$ cat src/rtl/alu_seq_ctrl.sv
// Sequencing controller for an accumulator ALU: accepts a command, issues the ALU op
// for cmd_count cycles (or runs a decrement-until-zero loop), then returns A. Loop support: ALU_SEQ_CTRL_LOOP_EN.
module alu_seq_ctrl #(
   parameter logic [7:0] NOP_CODE  = 8'd255,
   parameter logic [7:0] LOOP_CODE = 8'd16
) (
   input  logic        clk,
   input  logic        reset,
   input  logic        cmd_valid,
   output logic        cmd_ready,
   input  logic [7:0]  cmd_op,
   input  logic [31:0] cmd_data,
   input  logic [7:0]  cmd_count,
   output logic [7:0]  alu_instruction,
   output logic [31:0] B,
   input  logic [31:0] A,
   input  logic        z,
   output logic        res_valid,
   input  logic        res_ready,
   output logic [31:0] res_data,
   output logic        res_zero,
   output logic [7:0]  res_iter,
   output logic        res_err,
   output logic        busy
);

   localparam logic [7:0] MAX_ALU_CODE = 8'd8;
`ifdef ALU_SEQ_CTRL_LOOP_EN
   localparam logic [7:0] DEC_CODE = 8'd2;
`endif

   typedef enum logic [2:0] {
      IDLE,
      ISSUE,
      SETTLE,
      RESP
`ifdef ALU_SEQ_CTRL_LOOP_EN
      , LP_ISSUE
      , LP_CHECK
`endif
   } state_t;

   state_t      state, state_nxt;
   logic [7:0]  op_r;
   logic [7:0]  count_r;
   logic [7:0]  iter_r;
   logic        iter_inc;
   logic        accept;
   logic [31:0] b_r;

   assign accept    = (state == IDLE) && cmd_valid;
   assign cmd_ready = (state == IDLE);
   assign res_valid = (state == RESP);
   assign busy      = (state != IDLE);
   assign B         = b_r;

   // NOTE: every combinational output gets a default before the case, so no path can infer a latch.
   always_comb begin
      state_nxt       = state;
      alu_instruction = NOP_CODE;
      iter_inc        = 1'b0;
      case (state)
         IDLE: begin
            if (cmd_valid) begin
               if (cmd_op <= MAX_ALU_CODE) begin
                  state_nxt = (cmd_count == 8'd0) ? SETTLE : ISSUE;
               end else if (cmd_op == LOOP_CODE) begin
`ifdef ALU_SEQ_CTRL_LOOP_EN
                  state_nxt = LP_ISSUE;
`else
                  state_nxt = RESP;
`endif
               end else begin
                  state_nxt = RESP;
               end
            end
         end
         ISSUE: begin
            alu_instruction = op_r;
            iter_inc        = 1'b1;
            if (iter_r + 8'd1 == count_r) state_nxt = SETTLE;
         end
`ifdef ALU_SEQ_CTRL_LOOP_EN
         LP_ISSUE: begin
            // Stop before issuing once A is zero or the iteration budget is spent.
            if (z || (iter_r == count_r)) begin
               state_nxt = SETTLE;
            end else begin
               alu_instruction = DEC_CODE;
               iter_inc        = 1'b1;
               state_nxt       = LP_CHECK;
            end
         end
         LP_CHECK: state_nxt = LP_ISSUE;
`endif
         SETTLE:  state_nxt = RESP;
         RESP:    if (res_ready) state_nxt = IDLE;
         default: state_nxt = IDLE;
      endcase
   end

   always_ff @(posedge clk) begin
      if (reset) begin
         state    <= IDLE;
         op_r     <= 8'd0;
         count_r  <= 8'd0;
         iter_r   <= 8'd0;
         b_r      <= 32'd0;
         res_data <= 32'd0;
         res_zero <= 1'b0;
         res_iter <= 8'd0;
         res_err  <= 1'b0;
      end else begin
         state <= state_nxt;
         if (accept) begin
            op_r    <= cmd_op;
            count_r <= cmd_count;
            iter_r  <= 8'd0;
            // B only moves when an op will actually be issued with it.
            if (state_nxt == ISSUE) b_r <= cmd_data;
         end else if (iter_inc) begin
            iter_r <= iter_r + 8'd1;
         end

         if (state == SETTLE) begin
            res_data <= A;
            res_zero <= z;
            res_iter <= iter_r;
            res_err  <= 1'b0;
         end else if (accept && (state_nxt == RESP)) begin
            res_data <= A;
            res_zero <= z;
            res_iter <= 8'd0;
            res_err  <= 1'b1;
         end
      end
   end

endmodule

$ cat config.mk
export PLATFORM = sky130hd
export DESIGN_NAME = alu_seq_ctrl
export DESIGN_NICKNAME = d
export VERILOG_FILES = /design/src/rtl/alu_seq_ctrl.sv
export SDC_FILE = /design/constraint.sdc
export NUM_CORES = 1
export LEC_CHECK = 0
export BUFFER_PORTS_ARGS = -buffer_cell sky130_fd_sc_hd__buf_2
export CAP_MARGIN = 20
export CORE_UTILIZATION = 48
export CTS_BUF_LIST = sky130_fd_sc_hd__clkbuf_4 sky130_fd_sc_hd__clkbuf_8 sky130_fd_sc_hd__clkbuf_16
export CTS_CLUSTER_DIAMETER = 120
export DETAILED_ROUTE_END_ITERATION = 8
export GPL_ROUTABILITY_DRIVEN = 1
export PLACE_DENSITY = 0.91
export RECOVER_POWER = 100
export SYNTH_ARGS = -nofsm -noshare
export SYNTH_HDL_FRONTEND = slang
export SYNTH_SLANG_ARGS = --single-unit
$ cat constraint.sdc
create_clock -name clk -period 2.2 [get_ports clk]
set_input_delay 0.22 -clock clk [delete_from_list [all_inputs] [get_ports clk]]
set_output_delay 0.22 -clock clk [all_outputs]
set_load 0.02 [all_outputs]
==> flow_summary.rst <==
.. list-table::
   :header-rows: 1

   * - Metric
     - Value
   * - Aggregate global routing overflow
     - 0
   * - Drt via density
     - 5.27
   * - Switch Pwr
     - 0.000874 W
   * - Die outline height
     - 93.9 µm
   * - Worst relative slew slack
     - 0.570
   * - Cells after DPL
     - 755
   * - Critical path launch point type
     - flip-flop
   * - Total length of routed wires
     - 10.7 mm
   * - Logic pwr share
     - 0.104
   * - Crit path to
     - state[0]
   * - Setup repair after global routing missed its margin
     - no
   * - Synthesized area per cell
     - 8.02 µm²
   * - Post-Synth Adder-Cell Area
     - 0.00308
   * - Switching share of power
     - 0.244
   * - Slowest stage cell, crit path
     - sky130_fd_sc_hd__dfxtp_1
   * - Most frequent standard cell in the layout excluding fill and tap cells
     - sky130_fd_sc_hd__nand2_1
   * - Utilization after layout
     - 0.624
   * - Endpoint of the worst register-to-register path
     - state[0]
   * - Proportion of netlist area held by the largest area contributor
     - 0.498
   * - Warning count from the yosys run
     - 0
   * - Final estimated routing congestion in global placement
     - 0.836
   * - Biggest fanout along the worst timing path
     - 7
   * - Maximum level of the CTS H-tree
     - 3
   * - Area fraction in compound gates after synthesis
     - 0.179
   * - Sequential fraction of the synthesis area
     - 0.498
   * - Final slew viol count
     - 0
   * - Vias in the first global route
     - 3,767
   * - Synthesized instance count
     - 506
   * - Number of nets produced by synthesis
     - 592
   * - Hold wc startpoint
     - cmd_data[3]
   * - Req. time, crit path
     - 2.44 ns
   * - Cell type with the highest aggregate area in the netlist
     - sky130_fd_sc_hd__dfxtp_1
   * - Data arrival, critical path
     - 2.30 ns
   * - CP max stage delay
     - 0.53 ns
   * - Total via count in the routed design
     - 4,060
   * - Wire length of the first global-routing pass
     - 16.4 mm
   * - Layout cell share with drive strength beyond 1
     - 0.192
   * - Post-route antenna net violation count
     - 0
   * - Shortest clock period the worst path allows after layout
     - 2.06 ns
   * - Clock latency of the later-clocked register in the worst-skew pair
     - 0.36 ns
   * - Reg-to-reg critical path startpoint
     - iter_r[0]
   * - Depth of the most critical reg-to-reg path
     - 5
   * - Netlist area before placement
     - 4060 µm²
   * - Number of violations of the max-capacitance limit
     - 0
   * - Clk buf depth
     - 2
   * - Worst-margin pin slew
     - 0.640 ns
   * - Leading post-synthesis cells by cell area
     - sky130_fd_sc_hd__dfxtp_1, sky130_fd_sc_hd__a21oi_1, sky130_fd_sc_hd__nand2_1
   * - Post-cts gate resize count
     - 0
   * - Clock transition at the registers of the reported paths
     - 0.10 ns
   * - Routed WL per cell
     - 13.9 µm
   * - CP Launch Point
     - iter_r[0]
   * - Number of storage elements in the synthesis netlist
     - 101
   * - Number of antenna repair diodes
     - 0
   * - Initial core utilization
     - 0.494
   * - Xor and xnor area share after synthesis
     - 0.0389
   * - Net count reported at finish
     - 747
   * - Class of the most critical setup path
     - flip-flop to flip-flop
   * - Top flip-flop cell by instance count after synthesis
     - sky130_fd_sc_hd__dfxtp_1
   * - Number of design rule violations left after detail routing
     - 0
   * - Root Driver
     - sky130_fd_sc_hd__clkbuf_8
   * - Final Instance Count excl. Fillers
     - 771
   * - Design internal power
     - 0.00271 W
   * - Relative contribution of sequential cells to total power
     - 0.534
   * - Hold bufs inserted after CTS
     - 0
   * - Overall routing resource usage
     - 0.238
   * - Endpoint kind of the worst setup timing path
     - flip-flop
   * - Synth-to-Final Area Change
     - 26.5%
   * - Final total negative setup slack
     - 0 ns
   * - Num CTS Buffers
     - 9
   * - Maximum vdd drop
     - 0.316 mV
   * - Synthesized-area fraction occupied by and/or/nand/nor cells
     - 0.229
   * - Design area
     - 5130 µm²
   * - Fraction of power consumed by the clock network
     - 0.362
   * - Pleak
     - 1.90 nW
   * - Count of buffers from port buffering
     - 169
   * - P per Cell Area
     - 699 nW/µm²
   * - Standard cell core area
     - 8220 µm²
   * - Total number of clock tree sinks
     - 101
   * - Cell row count
     - 33
   * - Critical-path cell list
     - ha_1 > and3_1 > xnor2_1 > or4_1 > o221a_1
   * - Worst min path class
     - input port to flip-flop
   * - Length of the first detailed-routing pass in iterations
     - 4
   * - Placement-stage cell area
     - 5010 µm²
   * - Number of antenna violations at the first check in global routing
     - 0
   * - Main combinational cell family by area after synthesis
     - simple AND/OR/NAND/NOR gates
   * - Detailed placer's ending HPWL
     - 7.75 mm
   * - Hold Vio Cnt, Final
     - 0
   * - Clock skew after layout
     - 0.0139 ns
   * - Total Die Area
     - 8820 µm²
   * - I/O pin count
     - 170
   * - Most frequent cells in the layout
     - sky130_fd_sc_hd__nand2_1, sky130_fd_sc_hd__dfxtp_1, sky130_fd_sc_hd__a21oi_1, sky130_fd_sc_hd__buf_2, sky130_fd_sc_hd__clkbuf_1
   * - Final-report setup violation count
     - 0
   * - Iteration-0 DRC count of the detailed router
     - 189
   * - CTS tree
     - built
   * - Maximum achievable frequency
     - 0.485 GHz
   * - Largest net degree at the start of global routing
     - 43
   * - Worst R2R Setup Slack
     - 0.14 ns
   * - Run status
     - finished, final reports clean
   * - Number of filler cells placed in the layout
     - 775
   * - Final Cycle Share
     - 0.937
   * - Horizontal die dimension
     - 93.9 µm
   * - Mux share of post-synthesis cell area
     - 0.00247
   * - Ys async rst share
     - 0
   * - Design Power
     - 0.00359 W
   * - Post-synth EDFFs
     - 0
   * - Number of distinct standard cells referenced by the synthesized netlist
     - 45
   * - Post-CTS repair timing setup buffer count
     - 0
## routing by layer
metal | global-route usage | routed length (µm) | vias up
li1 | - | - | 2014
met1 | 0.262 | 4440 | 1863
met2 | 0.426 | 5300 | 164
met3 | 0.0607 | 792 | 19
met4 | 0.112 | 203 | 0
met5 | 0 | 0 | -
## cell families after synthesis
| kind of cell | after synthesis |
|---|---|
| AO/OA/AOI/OAI | 136 |
| multiplexers | 1 |
| XOR/XNOR | 18 |
| AND/OR/NAND/NOR | 206 |
| other | 1 |
| buffers and inverters | 42 |
| flip-flops | 101 |
| adder cells (fa/ha/maj) | 1 |
## critical path: cells and delay by family, from the launching register on
kind	cells	cell delay, ns
simple gates	2	0.76
fa+ha+maj	1	0.34
flops	1	0.53
compound gates	1	0.24
xor+xnor	1	0.08
## through the flow
step / worst slack [ns] / hold slack [ns]
floorplan: 0.400 / 0.356
global placement: 0.0892 / 0.438
detailed placement: 0.186 / 0.441
CTS: 0.134 / 0.0735
global route: 0.0393 / 0.0744
finish: 0.139 / 0.0958
## state kept, by name, summed over array words and instances (netlist names)
register	cells
B	32
res_data	32
count_r	8
iter_r	8
op_r	8
res_iter	8
state	3
res_err	1
res_zero	1
## worst min-delay path by stage
| stage | end | slack [ns] | cells past startpoint |
|---|---|---|---|
| 6_report | B[3] | 0.1 | 3 |
| 5_1_grt | B[27] | 0.07 | 3 |
| 4_1_cts | B[3] | 0.07 | 3 |
| 3_5_place_dp | op_r[7] | 0.44 | 2 |
| 3_3_place_gp | op_r[2] | 0.44 | 2 |
| 2_1_floorplan | op_r[0] | 0.36 | 2 |
## cell usage after synthesis, drive strengths merged, types with 2 or more instances
| cell type | number |
|---|---|
| dfxtp | 101 |
| xnor2 | 10 |
| a21o | 2 |
| nand3 | 45 |
| nor4 | 2 |
| o21ai | 34 |
| buf | 11 |
| and2 | 2 |
| nand2 | 114 |
| nand2b | 10 |
| or3 | 4 |
| and3 | 4 |
| nor2 | 14 |
| nand4 | 3 |
| a21oi | 93 |
| or4 | 2 |
| inv | 2 |
| clkbuf | 29 |
| xor2 | 8 |
## final cells by class
cell class | instances | area [µm²] | share of cell area
clock buffers | 11 | 145 | 0.0283
clock inverters | 5 | 83.8 | 0.0163
inverters | 2 | 7.51 | 0.00146
multi-input cells | 363 | 1850 | 0.360
flip-flops and latches | 101 | 2020 | 0.394
well taps | 105 | 131 | 0.0256
repair buffers | 184 | 892 | 0.174
## power by group through the flow
stage	sequential, W	clock [W]	combinational, W
6_report	0.00191	0.00130	0.000374
3_3_place_gp	0.00195	0	0.000371
2_1_floorplan	0.00200	0	0.000171
5_1_grt	0.00192	0.00140	0.000408
4_1_cts	0.00191	0.00133	0.000388
3_5_place_dp	0.00196	0	0.000387
Note: power is estimated with default switching activity, not from simulation.
